**src/rtl/rgb565_grayscale_multi_ise.sv**
```systemverilog
// rgb565_grayscale_multi_ise
// Custom-instruction unit: four RGB565 pixels (two in valueA, two in valueB)
// are converted into four packed 8-bit grayscale bytes. PIXELS_PER_STEP
// converters run in parallel, so an instruction takes 4/PIXELS_PER_STEP busy
// cycles. SWAP_BYTES handles big-endian camera data. The result is zero
// except during the single done cycle, so it can be ORed onto a shared bus.

// Protocol checker: assertions about the unit's observable behaviour.
module rgb565_grayscale_multi_ise_chk #(
    parameter logic [1:0] CNT_LAST = 2'd3
) (
    input  logic        clk,
    input  logic        rst,
    input  logic        done,
    input  logic [31:0] result,
    input  logic [1:0]  state,
    input  logic [1:0]  cnt
);

    // Result must read as zero whenever no completion is signalled.
    a_result_gated: assert property (@(posedge clk) disable iff (rst)
        !done |-> (result == 32'd0));

    // A completion pulse is exactly one cycle wide.
    a_done_single: assert property (@(posedge clk) disable iff (rst)
        done |=> !done);

    // The unused state encoding is never reached.
    a_state_legal: assert property (@(posedge clk) disable iff (rst)
        state != 2'd3);

    // The step counter never runs past the final step.
    a_cnt_range: assert property (@(posedge clk) disable iff (rst)
        cnt <= CNT_LAST);

endmodule

module rgb565_grayscale_multi_ise #(
    parameter logic [7:0] customInstructionId = 8'd0,
    parameter int         PIXELS_PER_STEP     = 1,
    parameter bit         SWAP_BYTES          = 1'b0
) (
    input  logic        clock,
    input  logic        reset,
    input  logic        start,
    input  logic [7:0]  iseId,
    input  logic [31:0] valueA,
    input  logic [31:0] valueB,
    output logic        done,
    output logic [31:0] result
);

    localparam int         STEPS    = 4 / PIXELS_PER_STEP;
    localparam logic [1:0] CNT_LAST = 2'(STEPS - 1);

    typedef enum logic [1:0] {
        ST_IDLE = 2'd0,
        ST_BUSY = 2'd1,
        ST_DONE = 2'd2
    } state_t;

    // One RGB565 pixel to an 8-bit luma value. Channels are widened to 8 bits
    // by replicating their MSBs; the weighted sum peaks at 255*256, so 16 bits
    // hold it exactly and the top byte is the truncated result.
    function automatic logic [7:0] rgb565_to_gray(input logic [15:0] pix);
        logic [15:0] p;
        logic [7:0]  r8;
        logic [7:0]  g8;
        logic [7:0]  b8;
        logic [15:0] sum;
        if (SWAP_BYTES) begin
            p = {pix[7:0], pix[15:8]};
        end else begin
            p = pix;
        end
        r8  = {p[15:11], p[15:13]};
        g8  = {p[10:5],  p[10:9]};
        b8  = {p[4:0],   p[4:2]};
        sum = (16'd54  * {8'd0, r8})
            + (16'd183 * {8'd0, g8})
            + (16'd19  * {8'd0, b8});
        return 8'(sum >> 8);
    endfunction

    state_t      state_q;
    state_t      state_d;
    logic [1:0]  cnt_q;
    logic [1:0]  cnt_d;
    logic [63:0] operand_q;
    logic [63:0] operand_d;
    logic [31:0] acc_q;
    logic [31:0] acc_d;
    logic        done_q;
    logic        done_d;
    logic [31:0] result_q;
    logic [31:0] result_d;

    logic        accept_s;
    logic [1:0]  pix_idx_s [PIXELS_PER_STEP];
    logic [7:0]  gray_s    [PIXELS_PER_STEP];

    // Only our own ID is honoured, and only when no operation is in flight.
    assign accept_s = start
                   && (iseId == customInstructionId)
                   && ((state_q == ST_IDLE) || (state_q == ST_DONE));

    // Converter bank: lane g handles pixel cnt*P+g of the captured operands.
    for (genvar g = 0; g < PIXELS_PER_STEP; g++) begin : g_conv
        assign pix_idx_s[g] = (cnt_q * 2'(PIXELS_PER_STEP)) + 2'(g);
        assign gray_s[g]    = rgb565_to_gray(operand_q[{pix_idx_s[g], 4'b0000} +: 16]);
    end

    // Next-state, datapath update and registered-output preparation.
    always_comb begin
        state_d   = state_q;
        cnt_d     = cnt_q;
        operand_d = operand_q;
        acc_d     = acc_q;
        done_d    = 1'b0;
        result_d  = 32'd0;
        case (state_q)
            ST_IDLE, ST_DONE: begin
                if (accept_s) begin
                    operand_d = {valueB, valueA};
                    cnt_d     = 2'd0;
                    acc_d     = 32'd0;
                    state_d   = ST_BUSY;
                end else begin
                    state_d   = ST_IDLE;
                end
            end
            ST_BUSY: begin
                for (int k = 0; k < PIXELS_PER_STEP; k++) begin
                    acc_d[{pix_idx_s[k], 3'b000} +: 8] = gray_s[k];
                end
                if (cnt_q == CNT_LAST) begin
                    cnt_d    = 2'd0;
                    state_d  = ST_DONE;
                    done_d   = 1'b1;
                    result_d = acc_d;
                end else begin
                    cnt_d    = cnt_q + 2'd1;
                    state_d  = ST_BUSY;
                end
            end
            default: begin
                state_d = ST_IDLE;
                cnt_d   = 2'd0;
            end
        endcase
    end

    // State and datapath registers; reset returns everything to idle zeros.
    always_ff @(posedge clock) begin
        if (reset) begin
            state_q   <= ST_IDLE;
            cnt_q     <= 2'd0;
            operand_q <= 64'd0;
            acc_q     <= 32'd0;
            done_q    <= 1'b0;
            result_q  <= 32'd0;
        end else begin
            state_q   <= state_d;
            cnt_q     <= cnt_d;
            operand_q <= operand_d;
            acc_q     <= acc_d;
            done_q    <= done_d;
            result_q  <= result_d;
        end
    end

    assign done   = done_q;
    assign result = result_q;

    rgb565_grayscale_multi_ise_chk #(
        .CNT_LAST (CNT_LAST)
    ) u_chk (
        .clk    (clock),
        .rst    (reset),
        .done   (done_q),
        .result (result_q),
        .state  (state_q),
        .cnt    (cnt_q)
    );

endmodule

```
**config.mk**
```make
export PLATFORM = sky130hd
export DESIGN_NAME = rgb565_grayscale_multi_ise
export DESIGN_NICKNAME = d
export VERILOG_FILES = /design/src/rtl/rgb565_grayscale_multi_ise.sv
export SDC_FILE = /design/constraint.sdc
export NUM_CORES = 1
export LEC_CHECK = 0
export BUFFER_PORTS_ARGS = -buffer_cell sky130_fd_sc_hd__buf_4
export CORE_MARGIN = 3
export CORE_UTILIZATION = 53
export DETAILED_ROUTE_END_ITERATION = 10
export PLACE_DENSITY = 0.84
export SETUP_SLACK_MARGIN = 0.3
export SYNTH_ARGS = -nofsm -noshare
export SYNTH_HDL_FRONTEND = slang
export SYNTH_SLANG_ARGS = --single-unit
```
**constraint.sdc**
```tcl
create_clock -name clock -period 7.4 [get_ports clock]
set_input_delay 1.48 -clock clock [delete_from_list [all_inputs] [get_ports clock]]
set_output_delay 1.48 -clock clock [all_outputs]
set_load 0.005 [all_outputs]
```
==> results of run 1 <==
[cells in the final DEF, fill, tap and decap left out, types with 3 or more instances in the layout]
cell                        netlist  final
sky130_fd_sc_hd__xnor2_1          9      9
sky130_fd_sc_hd__a221oi_1         4      4
sky130_fd_sc_hd__dfxtp_1        133    132
sky130_fd_sc_hd__clkinv_4         0      5
sky130_fd_sc_hd__a21o_1           4      4
sky130_fd_sc_hd__mux4_2          16     16
sky130_fd_sc_hd__a21oi_1         90     90
sky130_fd_sc_hd__buf_4            1    113
sky130_fd_sc_hd__nor3_1           6      6
sky130_fd_sc_hd__clkbuf_16        0     17
sky130_fd_sc_hd__mux2i_1          8      8
sky130_fd_sc_hd__nand2b_1         6      5
sky130_fd_sc_hd__bufinv_16        0      4
sky130_fd_sc_hd__fa_1            59     59
sky130_fd_sc_hd__xor2_1          11     10
sky130_fd_sc_hd__o21ai_0         31     30
sky130_fd_sc_hd__nor2_1          47     46
sky130_fd_sc_hd__clkinv_2         0      3
sky130_fd_sc_hd__and3_1           3      3
sky130_fd_sc_hd__a31oi_1          4      4
sky130_fd_sc_hd__ha_1            85     85
sky130_fd_sc_hd__inv_1          128    128
sky130_fd_sc_hd__nand2_1        176    176
sky130_fd_sc_hd__a22o_1          33     33
sky130_fd_sc_hd__nand4_1          3      3
[flip-flops by register name, summed over array words and instances (netlist names)]
name / flops
state_q: 2
done: 1
cnt_q: 2
acc_q: 32
operand_q: 64
result: 32
[metrics by stage]
stage | power, W | hold WS (ns) | worst slack, ns | utilization [%]
floorplan | 0.000746 | 0.425 | 0.418 | -
global placement | 0.000779 | 0.434 | 0.804 | 61.0
detailed placement | 0.000780 | 0.441 | 0.617 | 61.0
CTS | 0.00166 | 0.456 | 0.616 | 65.1
global route | 0.00170 | 0.468 | 0.343 | 65.2
finish | 0.00166 | 0.453 | 0.688 | 65.2
[per-layer routing]
layer  wire [um]  GRT usage (%)
met5           0              0
met4         410           6.59
met3        1470           5.43
met2        9780           40.0
met1        8760           34.0
[area by class of cell]
| type | instances | share of cell area [%] |
|---|---|---|
| multi-input combinational | 621 | 50.9 |
| sequential | 133 | 26.8 |
| timing repair buffer | 113 | 8.53 |
| inverter | 128 | 4.83 |
| clock buffer | 17 | 4.28 |
| tap | 211 | 2.65 |
| clock inverter | 15 | 2.05 |
[cells by family after synthesis]
| family | after synthesis | synth area share (%) |
|---|---|---|
| simple gates | 253 | 12.6 |
| compound gates | 179 | 13.5 |
| buf+inv | 157 | 7.17 |
| fa+ha+maj | 144 | 27.1 |
| flops | 133 | 32.1 |
| mux | 24 | 5.31 |
| xor+xnor | 21 | 2.31 |
[report_power, final]
group | leakage [nW] | internal [W] | switching (W)
clock network | 0.308 | 0.000566 | 0.000326
logic | 3.35 | 0.0000281 | 0.0000200
registers | 1.07 | 0.000717 | 0.000000337
total | 4.72 | 0.00131 | 0.000347
[worst paths after layout]
kind | startpoint | to
worst max-delay path | cnt_q[1] | acc_q[29]
worst min-delay path | operand_q[30] | operand_q[30]
worst max register to register | cnt_q[1] | acc_q[29]
worst min register to register | operand_q[30] | operand_q[30]
[worst max-delay path, delay by kind of cell, from the launching register on]
kind | cells | cell delay (ns)
XOR/XNOR | 1 | 0.37
AND/OR/NAND/NOR | 2 | 0.50
flip-flops | 1 | 0.63
adder cells (fa/ha/maj) | 7 | 3.36
multiplexers | 1 | 0.54
AO/OA/AOI/OAI | 4 | 0.82
buffers and inverters | 5 | 0.41
==> summary.md, run 1 <==
| Metric | Value |
|---|---|
| Fraction of the yosys area taken by sequential cells | `between 30% and 40%` |
| Cell occurring most often along the worst timing path | `sky130_fd_sc_hd__fa_1` |
| Post-synthesis cell area | `between 8000 and 9000 um2` |
| Floorplan core area | `between 15000 and 20000 um2` |
| Multi-input combinational cell area | `5060 um2` |
| Number of antenna violations at the first check in global routing | `0` |
| Max FO, Critical Path | `10` |
| LEAKAGE | `approximately 4.7 nW` |
| Kind of end point of the critical path | `flip-flop` |
| Number of cells after detailed placement | `roughly 1200` |
| # clock sinks | `~130` |
| Dominant cells by area after synthesis | `sky130_fd_sc_hd__dfxtp_1 32%, sky130_fd_sc_hd__fa_1 14%, sky130_fd_sc_hd__ha_1 13%` |
| Hold Path Depth | `2` |
| Pin count of the biggest net entering global routing | `a little over 70` |
| Setup slack, reg-to-reg | `around 0.69 ns` |
| Worst endpoint data arrival time | `approximately 7 ns` |
| Number of synthesized flops with an enable pin | `0` |
| Buffer depth of the longest clock path | `2` |
| Post-detail-place hpwl | `~15000 um` |
| Diodes inserted | `0` |
| Global-route wire length before repair | `33200 um` |
| Worst-path cell with the longest stage delay | `sky130_fd_sc_hd__dfxtp_1` |
| Count of standard-cell rows | `45` |
| Share of layout cells above drive strength 1 | `about 17%` |
| Setup CP Type | `flip-flop to flip-flop` |
| Starting Density | `about 54%` |
| Number of buffers inserted by port buffering | `roughly 110` |
| CP max stage delay | `around 0.63 ns` |
| Share of the synthesized area in the top cell type | `between 30% and 40%` |
| DRT iter0 DRCs | `roughly 560` |
| Ranking of synthesized cells by instance count | `176 x sky130_fd_sc_hd__nand2_1, 133 x sky130_fd_sc_hd__dfxtp_1, 128 x sky130_fd_sc_hd__inv_1` |
| Final Instance Count excl. Fillers | `1238` |
| Io pins | `roughly 110` |
| Min cycle time layout | `approximately 6.7 ns` |
| Layout Skew | `between 0.008 and 0.009 ns` |
| Count of filler cells inserted in the layout | `roughly 1100` |
| Number of nets with antenna violations after routing | `0` |
| Root buffer selected by CTS | `sky130_fd_sc_hd__clkbuf_16` |
| Top achievable clock speed | `~150 MHz` |
| Count of yosys warnings during synthesis | `0` |
| Final Net Count | `between 1000 and 1500` |
| Top FF cell, synth | `sky130_fd_sc_hd__dfxtp_1` |
| Layout Area Growth over Synthesis | `20.0%` |
| # resized after CTS | `0` |
| Synth Net Count | `approximately 1100` |
| Chip Width | `131 um` |
| Cell taking the most area after synthesis | `sky130_fd_sc_hd__dfxtp_1` |
| Overall fraction of global-route tracks in use | `~25%` |
| Max-Slew Margin vs Limit | `between 15 and 20%` |
| Final period utilization | `about nine tenths` |
| Number of flip-flops and latches in the synthesized netlist | `133` |
| Most used standard cell by instance count after synthesis | `sky130_fd_sc_hd__nand2_1` |
| Post-cts hold buffer count | `0` |
| Placed cell area | `roughly 9300 um2` |
| Final Routed Wirelength | `roughly 20000 um` |
| Number of H-tree branching levels | `4` |
| Number of unique standard cell types used by synthesis | `45` |
| Clock transition at the registers of the reported paths | `around 0.06 ns` |
| RSZ-0062 raised after global routing | `no` |
| Count of buffers added by post-CTS timing repair for setup | `0` |
| Cts bufs inserted | `17` |
| Worst-Margin Slew | `1.24 ns` |
| Data required time of the critical path | `approximately 7.8 ns` |
| Floorplan die area | `17200 um2` |
| First-pass iteration count of the detailed router | `5` |
| CP Launch Type | `flip-flop` |
| Gr ovfl total | `0` |
| Routed vias | `6818` |
| Routed length per placed instance | `roughly 16 um` |
| DRC violation count after routing | `0` |
| Syn Area/Cell | `between 9 and 10 um2` |
| Count of max-cap constraint violations | `0` |
| Final count of hold timing violations | `0` |
| Worst vdd ir | `approximately 0.16 mV` |
| Latest clock arrival within the worst-skew pair | `~0.42 ns` |
| Share of synthesized registers carrying an async set or reset | `0%` |
| Number of slew-limit violations in the final report | `0` |
| Cell Chain, Critical Path | `mux4_2 > fa_1 > fa_1 > inv_1 > fa_1 > inv_1 > fa_1 > fa_1 > inv_1 > fa_1 > inv_1 > ha_1 > nand4_1 > nor4b_4 > o41ai_4 > a21oi_2 > a31oi_1 > buf_4 > xnor2_2 > a22o_1` |
| Via density per instance | `roughly 5.5` |
| Final setup vio count | `0` |
| Total Neg Setup Slack | `0 ns` |
| Final GP Congestion | `0.928` |
| Clock tree from TritonCTS | `yes` |
| Sequential standard cell area | `approximately 2700 um2` |
| Final instance area | `9950 um2` |
| Type of the worst min-delay path | `flip-flop to flip-flop` |
| Power density over the cells | `between 150 and 200 nW/um2` |
| Number of global-route vias before repair | `a little under 7000` |
| Post-synthesis instance total | `911` |
| R2R cell count | `20` |
| Result of the run | `complete, no violations` |
| Height of the die | `131 um` |
No activity file was read; power rests on OpenSTA's default activity.
==> run 2: changes to the inputs <==
--- a/config.mk
+++ b/config.mk
@@ -5,11 +5,11 @@
 export SDC_FILE = /design/constraint.sdc
 export NUM_CORES = 1
 export LEC_CHECK = 0
-export BUFFER_PORTS_ARGS = -buffer_cell sky130_fd_sc_hd__buf_4
 export CORE_MARGIN = 3
-export CORE_UTILIZATION = 53
+export CORE_UTILIZATION = 58
 export DETAILED_ROUTE_END_ITERATION = 10
-export PLACE_DENSITY = 0.84
+export DONT_BUFFER_PORTS = 1
+export PLACE_DENSITY = 0.83
 export SETUP_SLACK_MARGIN = 0.3
 export SYNTH_ARGS = -nofsm -noshare
 export SYNTH_HDL_FRONTEND = slang
==> summary.md, run 2 (synthesis gave the netlist of run 1 again) <==
| Metric | Value |
|---|---|
| Final GP Congestion | `0.929 (+0.12%)` |
| Number of global-route vias before repair | `6515 (-5.5%)` |
| Routed vias | `6371 (-6.6%)` |
| Final Net Count | `1125 (-8.8%)` |
| Height of the die | `126 um (-4.2%)` |
| Via density per instance | `5.80 (+5.4%)` |
| Kind of cell adding the most delay to the critical path | `adder cells` |
| Top library cells by usage in the layout, fill and taps aside | `176 x sky130_fd_sc_hd__nand2_1, 133 x sky130_fd_sc_hd__dfxtp_1, 128 x sky130_fd_sc_hd__inv_1` |
| Gr ovfl total | `0 (unchanged)` |
| Worst Min Path Start | `operand_q[47]` |
| End point of the worst hold path | `operand_q[47]` |
| Max FO, Critical Path | `10 (unchanged)` |
| Kind of end point of the critical path | `flip-flop` |
| Post-placement worst setup slack | `0.668 ns (+0.0515 ns)` |
| Starting Density | `59.5% (+5.2 points)` |
| Number of H-tree branching levels | `4 (unchanged)` |
| Number of flip-flops in the largest register | `64 (unchanged)` |
| Number of antenna violations at the first check in global routing | `0 (unchanged)` |
| Count of standard-cell rows | `43 (-4.4%)` |
| Layout Skew | `0.00634 ns (-0.00208 ns)` |
| Cell occurring most often along the worst timing path | `sky130_fd_sc_hd__fa_1` |
| Post-detail-place hpwl | `14300 um (-5.5%)` |
| Type of the worst min-delay path | `flip-flop to flip-flop` |
| Floorplan core area | `13900 um2 (-8.7%)` |
| Count of max-cap constraint violations | `0 (unchanged)` |
| CP Launch Type | `flip-flop` |
| Total Neg Setup Slack | `0 ns (unchanged)` |
| Worst vdd ir | `0.211 mV (+31%)` |
| Final count of hold timing violations | `0 (unchanged)` |
| Global-route wire length before repair | `31600 um (-4.9%)` |
| Chip Width | `126 um (-4.2%)` |
| RSZ-0062 raised after global routing | `no` |
| Final period utilization | `90.2% (-0.49 points)` |
| CP max stage delay | `0.71 ns (+0.08 ns)` |
| Final Instance Count excl. Fillers | `1098 (-11%)` |
| Cts bufs inserted | `17 (unchanged)` |
| Min cycle time layout | `6.68 ns (-0.0359 ns)` |
| Overall fraction of global-route tracks in use | `25.1% (+0.30 points)` |
| RR Startpoint | `cnt_q[0]` |
| Power density over the cells | `173 nW/um2 (+3.7%)` |
| Routed length per placed instance | `17.2 um (+4.2%)` |
| Count of buffers added by post-CTS timing repair for setup | `0 (unchanged)` |
| # resized after CTS | `0 (unchanged)` |
| Worst-Margin Slew | `1.23 ns (-0.00918 ns)` |
| Max-Slew Margin vs Limit | `18.0% (+0.61 points)` |
| First-pass iteration count of the detailed router | `6 (+1)` |
| Latest clock arrival within the worst-skew pair | `0.43 ns (about the same)` |
| Clock tree from TritonCTS | `yes` |
| Setup WS post-layout | `0.724 ns (+0.0359 ns)` |
| Buffer depth of the longest clock path | `2 (unchanged)` |
| LEAKAGE | `4.15 nW (-12%)` |
| Floorplan die area | `15800 um2 (-8.2%)` |
| Diodes inserted | `0 (unchanged)` |
| Buffer and inverter count on the worst path | `4 (-1)` |
| Worst endpoint data arrival time | `6.95 ns (-0.12 ns)` |
| Pin count of the biggest net entering global routing | `71 (unchanged)` |
| Number of buffers inserted by port buffering | `0 (-100%)` |
| Top achievable clock speed | `150 MHz (+0.54%)` |
| Final setup vio count | `0 (unchanged)` |
| Register with the most flip-flops | `operand_q` |
| Final Routed Wirelength | `18900 um (-7.6%)` |
| Clock transition at the registers of the reported paths | `0.06 ns (about the same)` |
| Root buffer selected by CTS | `sky130_fd_sc_hd__clkbuf_16` |
| Setup CP Type | `flip-flop to flip-flop` |
| Result of the run | `complete, no violations` |
| DRT iter0 DRCs | `668 (+18%)` |
| Count of filler cells inserted in the layout | `1044 (-8.0%)` |
| Cell Chain, Critical Path | `mux4_2 > fa_1 > fa_1 > inv_1 > fa_1 > inv_1 > fa_1 > fa_1 > inv_1 > fa_1 > inv_1 > ha_1 > nand4_1 > nor4b_4 > o41ai_4 > a21oi_2 > nand2_1 > a311oi_2 > o21ai_0` |
| Worst-path cell with the longest stage delay | `sky130_fd_sc_hd__mux4_2` |
| FF-to-FF End | `result[31]` |
| Io pins | `108 (unchanged)` |
| Number of nets with antenna violations after routing | `0 (unchanged)` |
| Post-cts hold buffer count | `0 (unchanged)` |
| R2R cell count | `19 (-5.0%)` |
| Hold Path Depth | `2 (unchanged)` |
| Setup slack, reg-to-reg | `0.72 ns (+0.04 ns)` |
| Number of slew-limit violations in the final report | `0 (unchanged)` |
| Share of layout cells above drive strength 1 | `6.32% (-10 points)` |
| # clock sinks | `133 (unchanged)` |
| Layout Area Growth over Synthesis | `8.95%` |
| DRC violation count after routing | `0 (unchanged)` |
| Number of cells after detailed placement | `1067 (-12%)` |
| Data required time of the critical path | `7.68 ns (-0.08 ns)` |
| Leading cell type in the layout, fill and taps excluded | `sky130_fd_sc_hd__nand2_1` |
run 2: cell count changes in the layout (fill, tap and decap cells not counted), sizes merged:
cell,change
clkinvlp,+3
clkinv,-5
clkbuf,+3
bufinv,-2
buf,-108
run 2: area by class of cell:
cell class	count	area, um2	area share (%)
multi-input combinational	621	5050	55.9
tap	180	225	2.49
clock buffer	20	457	5.05
sequential	133	2660	29.5
inverter	128	480	5.32
timing repair buffer	5	37.5	0.415
clock inverter	11	126	1.40
run 2: report_power, final:
part	total (W)	internal, W	switching (W)
combinational	0.0000127	0.00000386	0.00000885
sequential	0.000717	0.000717	0.000000310
clock	0.000830	0.000512	0.000318
total	0.00156	0.00123	0.000327
run 2: tightest hold or removal path: stages (launching register included):
cell                      delay (ns)
sky130_fd_sc_hd__dfxtp_1        0.30
sky130_fd_sc_hd__nand2_1        0.05
sky130_fd_sc_hd__a21oi_1        0.05
run 2: worst max-delay path by stage:
| stage | from | end | slack [ns] | cells after the start |
|---|---|---|---|---|
| after floorplan | cnt_q[0] | acc_q[13] | 0.42 | 22 |
| after global placement | cnt_q[0] | result[20] | 0.92 | 19 |
| after detailed placement | cnt_q[0] | result[4] | 0.67 | 19 |
| after CTS | cnt_q[0] | result[4] | 0.67 | 19 |
| after global routing | cnt_q[0] | acc_q[28] | 0.34 | 20 |
| final | cnt_q[0] | result[31] | 0.72 | 19 |
run 2: metrics by stage:
step	total power, W	util (%)	hold slack [ns]	cell area (um2)
CTS	0.00156	64.8	0.445	9030
finish	0.00156	64.8	0.446	9030
detailed placement	0.000745	60.7	0.438	8450
floorplan	0.000746	-	0.425	8290
global placement	0.000744	60.7	0.435	8450
global route	0.00160	64.8	0.471	9030
run 2: metal layers:
metal / track usage, % / wire, um
met1: 33.5 / 7750
met2: 39.3 / 8930
met3: 6.71 / 1630
met4: 9.63 / 570
met5: 0 / 0
==> run 3: changes to the inputs <==
--- a/config.mk
+++ b/config.mk
@@ -5,11 +5,13 @@
 export SDC_FILE = /design/constraint.sdc
 export NUM_CORES = 1
 export LEC_CHECK = 0
+export CELL_PAD_IN_SITES_DETAIL_PLACEMENT = 1
+export CELL_PAD_IN_SITES_GLOBAL_PLACEMENT = 2
 export CORE_MARGIN = 3
-export CORE_UTILIZATION = 58
+export CORE_UTILIZATION = 40
 export DETAILED_ROUTE_END_ITERATION = 10
 export DONT_BUFFER_PORTS = 1
-export PLACE_DENSITY = 0.83
+export PLACE_DENSITY = 0.88
 export SETUP_SLACK_MARGIN = 0.3
 export SYNTH_ARGS = -nofsm -noshare
 export SYNTH_HDL_FRONTEND = slang
==> constraint.sdc (replaced) <==
create_clock -name clock -period 6.5 [get_ports clock]
set_input_delay 1.3 -clock clock [delete_from_list [all_inputs] [get_ports clock]]
set_output_delay 1.3 -clock clock [all_outputs]
set_load 0.005 [all_outputs]
==> summary.md, run 3 (synthesis gave the netlist of run 1 again) <==
| Metric | Value |
|---|---|
| Result of the run | `complete, no violations` |
| Leading cell type in the layout, fill and taps excluded | `sky130_fd_sc_hd__nand2_1` |
| Count of max-cap constraint violations | `0 (unchanged)` |
| Total Neg Setup Slack | `0 ns (unchanged)` |
| Number of flip-flops in the largest register | `64 (unchanged)` |
| Final period utilization | `94.7% (+4.4 points)` |
| Final setup vio count | `0 (unchanged)` |
| Number of antenna violations at the first check in global routing | `0 (unchanged)` |
| Starting Density | `40.9% (-19 points)` |
| Top library cells by usage in the layout, fill and taps aside | `175 x sky130_fd_sc_hd__nand2_1, 132 x sky130_fd_sc_hd__dfxtp_1, 122 x sky130_fd_sc_hd__inv_1` |
| Max-Slew Margin vs Limit | `42.9% (+25 points)` |
| Type of the worst min-delay path | `flip-flop to flip-flop` |
| Clock tree from TritonCTS | `yes` |
| First-pass iteration count of the detailed router | `4 (-2)` |
| Register with the most flip-flops | `operand_q` |
| Sequential Power Share | `45.0% (-1.0 points)` |
| Global-route wire length before repair | `35700 um (+13%)` |
| Number of cells after detailed placement | `1166 (+9.3%)` |
| Worst-path cell with the longest stage delay | `sky130_fd_sc_hd__mux4_2` |
| Switching power | `0.000398 W (+21%)` |
| Number of buffers inserted by port buffering | `0 (unchanged)` |
| Buffer depth of the longest clock path | `2 (unchanged)` |
| Worst-Margin Slew | `0.856 ns (-0.372 ns)` |
| Cell Chain, Critical Path | `buf_6 > mux4_2 > fa_2 > fa_1 > inv_1 > fa_1 > inv_2 > fa_1 > fa_1 > inv_2 > fa_1 > inv_2 > ha_4 > nand4_1 > nor4b_4 > o41ai_4 > a21oi_2 > buf_4 > nand2_2 > a311oi_2 > buf_6 > o21ai_1` |
| Kind of end point of the critical path | `flip-flop` |
| Height of the die | `150 um (+19%)` |
| CP max stage delay | `0.54 ns (-0.17 ns)` |
| Final count of hold timing violations | `0 (unchanged)` |
| # clock sinks | `133 (unchanged)` |
| Worst vdd ir | `0.172 mV (-19%)` |
| Cell occurring most often along the worst timing path | `sky130_fd_sc_hd__fa_1` |
| Number of nets with antenna violations after routing | `0 (unchanged)` |
| Worst endpoint data arrival time | `6.46 ns (-0.49 ns)` |
| Data required time of the critical path | `6.81 ns (-0.87 ns)` |
| Share of layout cells above drive strength 1 | `12.5% (+6.2 points)` |
| Max FO, Critical Path | `8 (-2)` |
| Power density over the cells | `189 nW/um2 (+9.7%)` |
| LEAKAGE | `4.34 nW (+4.7%)` |
| Final Net Count | `1156 (+2.8%)` |
| Layout Area Growth over Synthesis | `15.4%` |
| Layout Skew | `0.00772 ns (+0.00138 ns)` |
| Min cycle time layout | `6.15 ns (-0.523 ns)` |
| Floorplan core area | `20300 um2 (+46%)` |
| Post-cts hold buffer count | `0 (unchanged)` |
| Clock transition at the registers of the reported paths | `0.06 ns (about the same)` |
| Setup CP Type | `flip-flop to flip-flop` |
| Count of standard-cell rows | `52 (+21%)` |
| Top achievable clock speed | `163 MHz (+8.5%)` |
| Latest clock arrival within the worst-skew pair | `0.43 ns (about the same)` |
| Io pins | `108 (unchanged)` |
| Final GP Congestion | `0.893 (-3.8%)` |
| Root buffer selected by CTS | `sky130_fd_sc_hd__clkbuf_16` |
| CP Launch Type | `flip-flop` |
| Gr ovfl total | `0 (unchanged)` |
| Number of global-route vias before repair | `6775 (+4.0%)` |
| Final Routed Wirelength | `22500 um (+19%)` |
| Diodes inserted | `0 (unchanged)` |
| Routed vias | `6401 (+0.47%)` |
| RSZ-0062 raised after global routing | `yes` |
| DRC violation count after routing | `0 (unchanged)` |
| Combinational Power Share | `0.9% (about the same)` |
| Number of H-tree branching levels | `4 (unchanged)` |
| Pin count of the biggest net entering global routing | `71 (unchanged)` |
| Switch share | `21.9% (+0.95 points)` |
| Cell-internal power | `0.00141 W (+15%)` |
| Number of slew-limit violations in the final report | `0 (unchanged)` |
| Cts bufs inserted | `17 (unchanged)` |
| Via density per instance | `5.25 (-9.6%)` |
| Chip Width | `150 um (+19%)` |
| Overall fraction of global-route tracks in use | `20.5% (-4.6 points)` |
| Power share of the clock group | `54.1% (+0.9 points)` |
| Routed length per placed instance | `18.5 um (+7.5%)` |
| Final Instance Count excl. Fillers | `1220 (+11%)` |
| Floorplan die area | `22500 um2 (+43%)` |
| Post-detail-place hpwl | `16900 um (+19%)` |
| DRT iter0 DRCs | `306 (-54%)` |
run 3: changes by cell type in the layout (fill, tap and decap cells not counted), sizes merged:
| cell | previous run | this run |
|---|---|---|
| clkinvlp | 4 | 0 |
| buf | 5 | 36 |
| inv | 130 | 133 |
| clkinv | 3 | 5 |
run 3: power by group through the flow:
stage | Combinational, W | Clock [W] | Sequential, W
CTS | 0.0000153 | 0.000992 | 0.000815
global placement | 0.0000145 | 0 | 0.000834
floorplan | 0.0000161 | 0 | 0.000833
global route | 0.0000176 | 0.00103 | 0.000815
finish | 0.0000158 | 0.000981 | 0.000816
detailed placement | 0.0000147 | 0 | 0.000834
run 3: final timing paths:
path | start | end | slack [ns] | cells after the start
worst max-delay path | cnt_q[0] | acc_q[31] | 0.35 | 22
worst min-delay path | operand_q[11] | operand_q[11] | 0.45 | 2
worst max register to register | cnt_q[0] | acc_q[31] | 0.35 | 22
worst min register to register | operand_q[11] | operand_q[11] | 0.45 | 2
run 3: layout make-up:
class / count / area, um2
Fill cell: 2355 / 10700
Tap cell: 270 / 338
Timing Repair Buffer: 36 / 322
Clock inverter: 12 / 140
Multi-Input combinational cell: 621 / 5170
Sequential cell: 133 / 2670
Clock buffer: 20 / 458
Inverter: 128 / 480
run 3: repair_timing:
action                                  in CTS  in global routing
pin swaps                                    7                 15
setup buffers                               12                 10
gates resized for setup                     11                 36
endpoints found under the setup margin      48                 56
run 3: through the flow:
stage / cell area, um2 / total power, W / worst slack [ns] / hold WS, ns / util, %
5_1_grt: 9570 / 0.00186 / 0.0963 / 0.470 / 47.1
6_report: 9570 / 0.00181 / 0.347 / 0.452 / 47.1
3_3_place_gp: 8660 / 0.000848 / 0.189 / 0.435 / 42.7
4_1_cts: 9400 / 0.00182 / 0.302 / 0.451 / 46.3
2_1_floorplan: 8330 / 0.000850 / 0.303 / 0.425 / -
3_5_place_dp: 8660 / 0.000848 / 0.0205 / 0.442 / 42.7
run 3: worst max-delay path, delay by kind of cell, from the launching register on:
kind            cells  cell delay [ns]
simple gates        3             0.60
flops               1             0.40
buf+inv             7             0.65
mux                 1             0.54
compound gates      4             0.69
fa+ha+maj           7             3.13
run 3: metal layers:
metal | part of all wire [%] | routed length [um] | GRT usage, %
met1 | 47 | 10600 | 28.6
met4 | 1.4 | 314 | 6.18
met3 | 3.9 | 874 | 3.00
met2 | 48 | 10700 | 33.0
met5 | 0 | 0 | 0
